### config.mk
export PLATFORM = sky130hd
export DESIGN_NAME = mdu
export DESIGN_NICKNAME = d
export VERILOG_FILES = /design/src/rtl/cpu54_defs.sv /design/src/rtl/mdu_sign_fix.sv /design/src/rtl/mdu.sv
export SDC_FILE = /design/constraint.sdc
export NUM_CORES = 1
export LEC_CHECK = 0
export BUFFER_PORTS_ARGS = -buffer_cell sky130_fd_sc_hd__buf_2
export CAP_MARGIN = 5
export CORE_MARGIN = 2
export CORE_UTILIZATION = 33
export CTS_BUF_LIST = sky130_fd_sc_hd__clkbuf_8
export DETAILED_ROUTE_END_ITERATION = 8
export GPL_TIMING_DRIVEN = 0
export SLEW_MARGIN = 20
export SYNTH_ARGS = -nofsm -noshare
export SYNTH_HDL_FRONTEND = slang
export SYNTH_SLANG_ARGS = --single-unit
### constraint.sdc
create_clock -name clk -period 5.2 [get_ports clk]
set_input_delay 1.04 -clock clk [delete_from_list [all_inputs] [get_ports clk]]
set_output_delay 1.04 -clock clk [all_outputs]
set_load 0.02 [all_outputs]
### src/rtl/cpu54_defs.sv
// Shared definitions for the cpu54 datapath: MDU op codes, operand width
// and the multiply/divide FSM state encoding.
package cpu54_defs;

  localparam int MDU_WIDTH = 32;

  localparam logic [2:0] MDU_MULT  = 3'b000;
  localparam logic [2:0] MDU_MULTU = 3'b001;
  localparam logic [2:0] MDU_DIV   = 3'b010;
  localparam logic [2:0] MDU_DIVU  = 3'b011;
  localparam logic [2:0] MDU_MTHI  = 3'b100;
  localparam logic [2:0] MDU_MTLO  = 3'b101;

  typedef enum logic [1:0] {
    MDU_IDLE = 2'd0,
    MDU_CALC = 2'd1,
    MDU_FIX  = 2'd2
  } mdu_state_e;

  function automatic logic mdu_is_arith(input logic [2:0] op);
    return (op == MDU_MULT) || (op == MDU_MULTU) || (op == MDU_DIV) || (op == MDU_DIVU);
  endfunction

  function automatic logic mdu_is_mult(input logic [2:0] op);
    return (op == MDU_MULT) || (op == MDU_MULTU);
  endfunction

  function automatic logic mdu_is_signed(input logic [2:0] op);
    return (op == MDU_MULT) || (op == MDU_DIV);
  endfunction

endpackage

### src/rtl/mdu_sign_fix.sv
// Conditional two's-complement negation, used both to take operand magnitudes
// on entry and to restore result signs on exit.
module mdu_sign_fix
  import cpu54_defs::*;
#(
  parameter int WIDTH = MDU_WIDTH
) (
  input  logic [WIDTH-1:0] x_hi,
  input  logic [WIDTH-1:0] x_lo,
  input  logic             neg_hi,
  input  logic             neg_lo,
  input  logic             joint,
  output logic [WIDTH-1:0] y_hi,
  output logic [WIDTH-1:0] y_lo
);

  logic [2*WIDTH-1:0] pair;
  logic [2*WIDTH-1:0] pair_neg;

  // joint treats hi:lo as one 64-bit product; otherwise each half is independent
  always_comb begin
    pair     = {x_hi, x_lo};
    pair_neg = -pair;
    y_hi     = neg_hi ? -x_hi : x_hi;
    y_lo     = neg_lo ? -x_lo : x_lo;
    if (joint) begin
      {y_hi, y_lo} = neg_hi ? pair_neg : pair;
    end
  end

endmodule

### src/rtl/mdu.sv
// Iterative multiply/divide unit: 32-cycle shift-add multiply and restoring
// divide over a shared 64-bit register, plus the architectural HI/LO pair.
module mdu
  import cpu54_defs::*;
#(
  parameter int WIDTH = MDU_WIDTH
) (
  input  logic             clk,
  input  logic             rst,
  input  logic             start,
  input  logic [2:0]       op,
  input  logic [WIDTH-1:0] a,
  input  logic [WIDTH-1:0] b,
  output logic             busy,
  output logic             done,
  output logic [WIDTH-1:0] hi,
  output logic [WIDTH-1:0] lo
);

  mdu_state_e state, state_nxt;

  logic [2:0]         op_q;
  logic               sign_a;
  logic               sign_b;
  logic [WIDTH-1:0]   opnd;
  logic [2*WIDTH-1:0] acc;
  logic [5:0]         cnt;

  logic [WIDTH-1:0]   fix_x_hi, fix_x_lo, fix_y_hi, fix_y_lo;
  logic               fix_neg_hi, fix_neg_lo, fix_joint;

  logic [WIDTH:0]     mul_sum;
  logic [2*WIDTH-1:0] mul_nxt;
  logic [WIDTH:0]     div_rem;
  logic [WIDTH-1:0]   div_sub;
  logic               div_ok;
  logic [2*WIDTH-1:0] div_nxt;

  always_ff @(posedge clk) begin
    if (rst) state <= MDU_IDLE;
    else     state <= state_nxt;
  end

  always_comb begin
    state_nxt = state;
    case (state)
      MDU_IDLE: if (start && mdu_is_arith(op)) state_nxt = MDU_CALC;
      MDU_CALC: if (cnt == 6'(WIDTH-1)) state_nxt = MDU_FIX;
      MDU_FIX:  state_nxt = MDU_IDLE;
      default:  state_nxt = MDU_IDLE;
    endcase
  end

  // one sign-fix instance: raw operands while idle, the finished pair in FIX
  always_comb begin
    fix_x_hi   = a;
    fix_x_lo   = b;
    fix_neg_hi = mdu_is_signed(op) & a[WIDTH-1];
    fix_neg_lo = mdu_is_signed(op) & b[WIDTH-1];
    fix_joint  = 1'b0;
    if (state == MDU_FIX) begin
      fix_x_hi = acc[2*WIDTH-1:WIDTH];
      fix_x_lo = acc[WIDTH-1:0];
      if (mdu_is_mult(op_q)) begin
        fix_joint  = 1'b1;
        fix_neg_hi = mdu_is_signed(op_q) & (sign_a ^ sign_b);
        fix_neg_lo = fix_neg_hi;
      end else begin
        fix_neg_hi = mdu_is_signed(op_q) & sign_a;
        fix_neg_lo = mdu_is_signed(op_q) & (sign_a ^ sign_b);
      end
    end
  end

  mdu_sign_fix #(.WIDTH(WIDTH)) u_sign_fix (
    .x_hi   (fix_x_hi),
    .x_lo   (fix_x_lo),
    .neg_hi (fix_neg_hi),
    .neg_lo (fix_neg_lo),
    .joint  (fix_joint),
    .y_hi   (fix_y_hi),
    .y_lo   (fix_y_lo)
  );

  // multiply keeps the multiplier in acc low half; divide keeps the quotient there
  always_comb begin
    mul_sum = {1'b0, acc[2*WIDTH-1:WIDTH]} + {1'b0, opnd};
    mul_nxt = acc[0] ? {mul_sum, acc[WIDTH-1:1]}
                     : {1'b0, acc[2*WIDTH-1:WIDTH], acc[WIDTH-1:1]};
    div_rem = {acc[2*WIDTH-1:WIDTH], acc[WIDTH-1]};
    div_ok  = div_rem >= {1'b0, opnd};
    div_sub = div_rem[WIDTH-1:0] - opnd;
    div_nxt = {div_ok ? div_sub : div_rem[WIDTH-1:0], acc[WIDTH-2:0], div_ok};
  end

  always_ff @(posedge clk) begin
    if (rst) begin
      op_q   <= '0;
      sign_a <= 1'b0;
      sign_b <= 1'b0;
      opnd   <= '0;
      acc    <= '0;
      cnt    <= '0;
      busy   <= 1'b0;
      done   <= 1'b0;
      hi     <= '0;
      lo     <= '0;
    end else begin
      done <= 1'b0;
      case (state)
        MDU_IDLE: begin
          if (start) begin
            if (mdu_is_arith(op)) begin
              op_q   <= op;
              sign_a <= mdu_is_signed(op) & a[WIDTH-1];
              sign_b <= mdu_is_signed(op) & b[WIDTH-1];
              cnt    <= '0;
              busy   <= 1'b1;
              if (mdu_is_mult(op)) begin
                opnd <= fix_y_hi;
                acc  <= {{WIDTH{1'b0}}, fix_y_lo};
              end else begin
                opnd <= fix_y_lo;
                acc  <= {{WIDTH{1'b0}}, fix_y_hi};
              end
            end else if (op == MDU_MTHI) begin
              hi <= a;
            end else if (op == MDU_MTLO) begin
              lo <= a;
            end
          end
        end
        MDU_CALC: begin
          acc <= mdu_is_mult(op_q) ? mul_nxt : div_nxt;
          cnt <= cnt + 6'd1;
        end
        MDU_FIX: begin
          hi   <= fix_y_hi;
          lo   <= fix_y_lo;
          done <= 1'b1;
          busy <= 1'b0;
        end
        default: ;
      endcase
    end
  end

endmodule
==> run_results.csv, run 1 <==
group,metric,value,unit
clocking,clk_latency,0.55,ns
finish,area_delta_synth_final,12.3,%
setup_path,critPathCapture,"opnd[22]$_SDFFE_PP0P_",
pwr,p_leak,7.19,nW
clocking,htreeDepth,4,
timing,slew_viol_final,0,
pwr,power_density,237,nW/um^2
clocking,cts_tree,"built",
setup_path,critPathLaunch,"state[0]$_SDFFE_PP0P_",
setup_path,end_kind,"flip-flop",
status,status,"complete, no violations",
routing,drt-wirelength-per-cell,27.2,um
logic_synthesis,syn_nets,2158,
setup_path,max_stage_delay,0.60,ns
finish,layout_commonest_cell,"nand2_1",
clocking,post_cts_buffers,0,
timing,relSlewSlack,21.0,%
routing,vias,17400,
logic_synthesis,syn_inst,2019,
die,die_x,218,um
pwr,total_power,4.02,mW
clocking,numClockSinks,175,
setup_path,regToRegSetupSlack,0.21,ns
clocking,numCtsBuffers,17,
setup_path,startpoint_type,"flip-flop",
die,rows,78,
placed_design,io_buffers,134,
setup_path,cp.required,5.65,ns
logic_synthesis,async_flop_share,0,%
logic_synthesis,ys_warn_count,0,
logic_synthesis,syn_avg_cell_area,7.47,um^2
pwr,power_switching,1.66,mW
pwr,clkPwrFrac,27.1,%
routing,drt_wl_total,75.6,mm
timing,hold_viol,0,
placed_design,dp.cells,2753,
finish,fin_nets,2312,
die,die_area,47400,um^2
timing,clock.fmax,201,MHz
pwr,seq_power_share,38.0,%
timing,timing.final.crit_period,4.99,ns
global_routing,grt_usage,31.1,%
routing,drc_errors,0,
placed_design,gp_congestion,1.01,
global_routing,grt_overflow,0,
timing,fin_hold_ws,0.466,ns
routing,dr.pass1.iters,6,
timing,rsz0062_at_grt,"false",
finish,final_cell_mix,"nand2_1, nor2_1, dfxtp_1, a21oi_1, o21ai_0",
setup_path,path_cells,"nand2b_1, buf_6, buf_12, buf_6, buf_2, clkbuf_4, mux2i_1, ha_1, o21ai_1, o31ai_4, o211a_1, a31oi_1, xnor2_1, a211oi_1, a211oi_1",
hold_path,hold_path.class,"flip-flop to flip-flop",
setup_path,reg2reg_to,"opnd[22]$_SDFFE_PP0P_",
global_routing,antenna_found_initial,1,
pwr,p_int,2.36,mW
pwr,combPwrFrac,34.9,%
global_routing,grt_pass1_wl,108,mm
placed_design,post-dp-hpwl,61.0,mm
routing,drt_iter0_drc,2158,
timing,setup_viol,0,
finish,final_layout_size_suffix_gt1_share,11.2,%
timing,finClkSkew,0.0269,ns
setup_path,reg2regPathDepth,15,
logic_synthesis,seq_area_frac_synth,23.2,%
die,ioPinCount,136,
logic_synthesis,syn_area,15100,um^2
routing,ant_nets,0,
clocking,root_buffer,"clkbuf_8",
pwr,switching_share,41.2,%
global_routing,grt_pass1_vias,16200,
clocking,cts-root-to-sink-buffers,2,
global_routing,grt_max_degree,17,
pwr,peakVddDrop,0.180,mV
clocking,path_clk_slew,0.11,ns
die,core,45300,um^2
logic_synthesis,synthFlopType,"dfxtp_1",
logic_synthesis,synth_edf_count,0,
setup_path,cp_slowest_cell,"dfxtp_1",
finish,diodes,0,
setup_path,r2r-start,"state[0]$_SDFFE_PP0P_",
timing,tightest_slew,1.18,ns
flow_run,cap_violations,0,
timing,finalCritPeriodShare,95.9,%
die,initial_core_util,33.3,%
setup_path,worst_ep_arrival_time,5.44,ns
setup_path,path_max_fanout,10,
logic_synthesis,ys_types,94,
routing,viasPerCell,6.25,
logic_synthesis,yosys_register_bits,175,
finish,final_cells,2784,
setup_path,critPathKind,"flip-flop to flip-flop",
timing,tns,0,ns
die,die_y,218,um
finish,utilization,37.4,%
worst min path at each step:
stage / depth (start not counted) / startpoint / endpoint / slack [ns]
floorplan: 2 / op_q[0]$_SDFFE_PP0P_ / op_q[0]$_SDFFE_PP0P_ / 0.43
global placement: 2 / op_q[0]$_SDFFE_PP0P_ / op_q[0]$_SDFFE_PP0P_ / 0.44
detailed placement: 2 / op_q[0]$_SDFFE_PP0P_ / op_q[0]$_SDFFE_PP0P_ / 0.45
CTS: 2 / op_q[0]$_SDFFE_PP0P_ / op_q[0]$_SDFFE_PP0P_ / 0.46
global route: 2 / op_q[0]$_SDFFE_PP0P_ / op_q[0]$_SDFFE_PP0P_ / 0.51
finish: 2 / op_q[0]$_SDFFE_PP0P_ / op_q[0]$_SDFFE_PP0P_ / 0.47
metal layers:
metal  GRT usage [%]  routed length (um)  up-vias  part of all wire, %
li1                -                   -     7774                    -
met1            43.0               32900     8408                   44
met2            46.9               32400     1003                   43
met3            6.29                6840      203                  9.0
met4            13.1                3510        0                  4.6
met5               0                   0        -                    0
cell type report:
class,count,area (um^2)
clock buffer,18,248
inverter,62,233
fill,4834,28300
tap,600,751
clock inverter,12,159
buffer,131,587
multi-input combinational,1651,10800
sequential,175,3500
timing repair buffer,135,678
sequential cells by signal (all words and copies together) (netlist names):
| name | cells |
|---|---|
| acc | 64 |
| hi | 32 |
| lo | 32 |
| opnd | 32 |
| cnt | 6 |
| op_q | 3 |
| state | 2 |
| busy | 1 |
| done | 1 |
| sign_a | 1 |
| sign_b | 1 |
stage by stage:
step	area, um^2	setup slack (ns)
floorplan	15100	1.89
global placement	16500	0.0522
detailed placement	16500	0.180
CTS	16900	0.102
global route	16900	0.0803
finish	16900	0.213
power groups by stage:
stage               Clock [mW]  Combinational, mW  Sequential (mW)
floorplan                    0              0.880             1.52
global placement             0               1.35             1.55
detailed placement           0               1.35             1.55
CTS                       1.09               1.36             1.52
global route              1.13               1.50             1.53
finish                    1.09               1.41             1.53
cell usage after synthesis, drive strengths merged, types with 6 or more instances:
master / n / area [um^2]
ha: 67 / 838
a311oi: 9 / 78.8
and3: 12 / 75.1
or3: 18 / 113
xnor2: 67 / 587
nand2b: 11 / 68.8
nand2: 209 / 787
o211ai: 19 / 156
o21bai: 12 / 90.1
a41oi: 9 / 78.8
a221oi: 26 / 228
nor2: 207 / 777
nor2b: 10 / 62.6
nor4: 7 / 43.8
a21oi: 169 / 846
o31ai: 27 / 263
and2: 15 / 93.8
a21boi: 16 / 120
o221ai: 9 / 78.8
clkbuf: 91 / 342
dfxtp: 175 / 3500
mux2: 12 / 135
nand4: 8 / 50.1
o21ai: 167 / 843
o21a: 13 / 97.6
xor2: 49 / 429
a31oi: 46 / 288
o22ai: 12 / 75.1
a22oi: 10 / 75.1
or2: 11 / 68.8
buf: 40 / 243
mux2i: 112 / 1150
a32o: 10 / 100
inv: 61 / 229
nand3: 44 / 233
and4: 6 / 52.6
a211oi: 80 / 616
or4b: 6 / 63.8
a21o: 33 / 248
nor3: 57 / 290
cells by family after synthesis:
logic type | synth area share, %
adder cells (fa/ha/maj) | 5.82
XOR/XNOR | 6.74
buffers and inverters | 5.42
flip-flops | 23.2
multiplexers | 8.52
AO/OA/AOI/OAI | 31.0
AND/OR/NAND/NOR | 19.2
critical path, delay by kind of cell, from the launching register on:
| kind | cells | cell delay (ns) |
|---|---|---|
| AO/OA/AOI/OAI | 6 | 1.57 |
| buffers and inverters | 5 | 1.40 |
| flip-flops | 1 | 0.60 |
| XOR/XNOR | 1 | 0.58 |
| multiplexers | 1 | 0.29 |
| adder cells (fa/ha/maj) | 1 | 0.20 |
| AND/OR/NAND/NOR | 1 | 0.18 |
what timing repair did:
action / CTS / global route
endpoints found under the setup margin: 0 / 12
resized for setup: 0 / 3
hold buffers: 0 / 0
Note: power is estimated with default switching activity, not from simulation.
==> run 2: changes to the inputs <==
- ABC_AREA: unset -> 1
==> run 2 against run 1 <==
Sequential share of layout area down 2.2 points. Cell count up 41%. Largest cell class unchanged. Utilization down 0.35 points. Worst hold slack better by 0.0088 ns. Sequential cell count unchanged. Area after synthesis up 13%. Combinational power up 110%. Synthesized cell count up 52%. Highest routed layer is now met5. Clock skew up 0.0019 ns.
==> run_results.csv, run 2 <==
group,metric,value,unit
status,status,"complete, no violations",
clocking,clk_latency,0.58,ns
finish,area_delta_synth_final,11.5,%
die,die_y,231,um
timing,worst_slack,0.698,ns
setup_path,reg2regPathDepth,16,
logic_synthesis,synthFlopType,"dfxtp_1",
timing,rsz0062_at_grt,"false",
hold_path,holdPathStages,2,
global_routing,use_met2,51.9,%
finish,regArea,3500,um^2
timing,clock.fmax,222,MHz
global_routing,grt_max_degree,17,
finish,fillers,6010,
global_routing,grt_pass1_vias,19700,
routing,drt-wirelength-per-cell,25.7,um
finish,final_layout_size_suffix_gt1_share,7.31,%
placed_design,post-dp-hpwl,83.5,mm
logic_synthesis,syn_nets,3204,
setup_path,crit_path_frequent_cell,"nand2_1",
setup_path,cp_slowest_cell,"nor2_1",
finish,multi_input_area,11900,um^2
pwr,p_leak,8.69,nW
timing,timing.final.crit_period,4.50,ns
die,die_area,53300,um^2
timing,fin_hold_ws,0.475,ns
logic_synthesis,synth.most_common_cell,"nand2_1",
finish,fin_nets,3357,
die,rows,83,
setup_path,max_stage_delay,0.66,ns
timing,setup_viol,0,
logic_synthesis,synth_edf_count,0,
clocking,numClockSinks,175,
clocking,root_buffer,"clkbuf_8",
setup_path,startpoint_type,"flip-flop",
logic_synthesis,synth_top_cells_by_count,"nand2_1, a21oi_1, nand3_1",
finish,largest_reg_flops,64,
global_routing,grt_overflow,0,
setup_path,reg2reg_to,"opnd[28]$_SDFFE_PP0P_",
global_routing,grt_usage,37.2,%
timing,slew_viol_final,0,
placed_design,io_buffers,134,
logic_synthesis,syn_inst,3065,
pwr,peakVddDrop,0.216,mV
setup_path,path_max_fanout,10,
logic_synthesis,syn_avg_cell_area,5.54,um^2
placed_design,dp_slack,1.12,ns
logic_synthesis,yosysTopAreaCellShare,22.2,%
timing,finalCritPeriodShare,86.6,%
global_routing,antenna_found_initial,7,
logic_synthesis,synth_largest_area_cell,"nand2_1",
hold_path,whs_endpoint,"op_q[0]$_SDFFE_PP0P_",
routing,viasPerCell,5.73,
timing,finClkSkew,0.0288,ns
die,die_x,231,um
global_routing,grt_util_met1,53.0,%
finish,largest-register,"acc",
global_routing,busiest_layer,"met1",
clocking,cts-root-to-sink-buffers,2,
clocking,post_cts_buffers,0,
timing,relSlewSlack,15.5,%
logic_synthesis,yosys_register_bits,175,
setup_path,r2r-start,"state[0]$_SDFFE_PP0P_",
die,ioPinCount,136,
setup_path,critPathKind,"flip-flop to flip-flop",
logic_synthesis,seq_area_frac_synth,20.6,%
finish,layout_commonest_cell,"nand2_1",
routing,dr.pass1.iters,6,
logic_synthesis,ys_warn_count,0,
setup_path,regToRegSetupSlack,0.70,ns
logic_synthesis,syn_area,17000,um^2
routing,drt_wl_total,101,mm
die,core,51100,um^2
pwr,power_density,300,nW/um^2
logic_synthesis,synthTopCellsByArea,"nand2_1, dfxtp_1, a21oi_1, nand3_1, o21ai_0",
timing,tns,0,ns
setup_path,cp.required,5.65,ns
clocking,cts_hold_buf,0,
logic_synthesis,async_flop_share,0,%
clocking,htreeDepth,4,
finish,fin_area,18900,um^2
placed_design,gp_congestion,1.04,
routing,vias,22500,
timing,tightest_slew,1.27,ns
routing,drc_errors,0,
finish,final_cell_mix,"nand2_1, a21oi_1, nand3_1, nor2_1, inv_1",
hold_path,min_from,"op_q[0]$_SDFFE_PP0P_",
logic_synthesis,ys_types,45,
hold_path,hold_path.class,"flip-flop to flip-flop",
setup_path,path_cells,"inv_2, clkbuf_1, nand3_1, nand2_1, nor2_1, nand2_1, nor2_1, nand2_1, nor2_1, nand2_1, nand3_1, nand3_1, nand2_1, nand2_1, nand2_1, a21oi_1",
placed_design,placed_area,18500,um^2
clocking,cts_tree,"built",
clocking,numCtsBuffers,17,
routing,ant_nets,0,
clocking,path_clk_slew,0.10,ns
setup_path,end_kind,"flip-flop",
routing,drt_iter0_drc,3367,
clocking,cts_resized,0,
flow_run,cap_violations,0,
finish,utilization,37.0,%
timing,hold_viol,0,
setup_path,worst_ep_arrival_time,4.95,ns
global_routing,grt_pass1_wl,142,mm
die,initial_core_util,33.2,%
global_routing,met3_usage,12.0,%
-- run 2: power by group --
| part | total [mW] | switching, mW | leakage (nW) | internal (mW) |
|---|---|---|---|---|
| Combinational | 2.91 | 2.14 | 7.05 | 0.766 |
| Clock | 1.12 | 0.629 | 0.214 | 0.489 |
| Sequential | 1.64 | 0.170 | 1.43 | 1.47 |
-- run 2: routing by layer --
metal / part of all wire (%) / vias to the layer above
li1: - / 10400
met5: 0.043 / -
met2: 39 / 1384
met4: 3.5 / 6
met3: 13 / 177
met1: 44 / 10500
-- run 2: metrics by stage --
stage          total power, mW  cells
6_report                  5.67   3917
5_1_grt                   5.92   3910
4_1_cts                   5.53   3910
3_5_place_dp              4.44   3879
3_3_place_gp              4.46   3879
2_1_floorplan             3.34   3065
-- run 2: how the worst max path moves through the flow --
stage / slack, ns / from / endpoint
final: 0.70 / state[0]$_SDFFE_PP0P_ / opnd[28]$_SDFFE_PP0P_
after global routing: 0.59 / state[0]$_SDFFE_PP0P_ / opnd[12]$_SDFFE_PP0P_
after CTS: 1.09 / state[0]$_SDFFE_PP0P_ / opnd[28]$_SDFFE_PP0P_
after detailed placement: 1.12 / state[0]$_SDFFE_PP0P_ / opnd[28]$_SDFFE_PP0P_
after global placement: 1.07 / b[0] / acc[6]$_SDFFE_PP0P_
after floorplan: 2.56 / b[1] / acc[24]$_SDFFE_PP0P_
-- run 2: final cells by class --
| class | count | share of cell area (%) |
|---|---|---|
| clock buffers | 18 | 1.31 |
| multi-input cells | 2474 | 62.6 |
| well taps | 680 | 4.49 |
| inverters | 279 | 5.53 |
| plain buffers | 137 | 3.01 |
| diodes | 7 | 0.0925 |
| repair buffers | 134 | 3.54 |
| flip-flops and latches | 175 | 18.5 |
| clock inverters | 13 | 0.873 |
-- run 2: kinds of logic after synthesis --
family,count (synthesis),share of synthesized area (%)
DFF,175,20.6
xor gates and xnor gates,53,2.73
adders and majority gates,69,5.17
buffers and inverters,416,9.53
and+or+nand+nor,1670,40.6
AOI/OAI and AO/OA,682,21.3
-- run 2: worst max-delay path, delay by kind of cell, from the launching register on --
kind | cells | cell delay, ns
flops | 1 | 0.51
compound gates | 1 | 0.09
simple gates | 13 | 3.13
buf+inv | 2 | 0.63
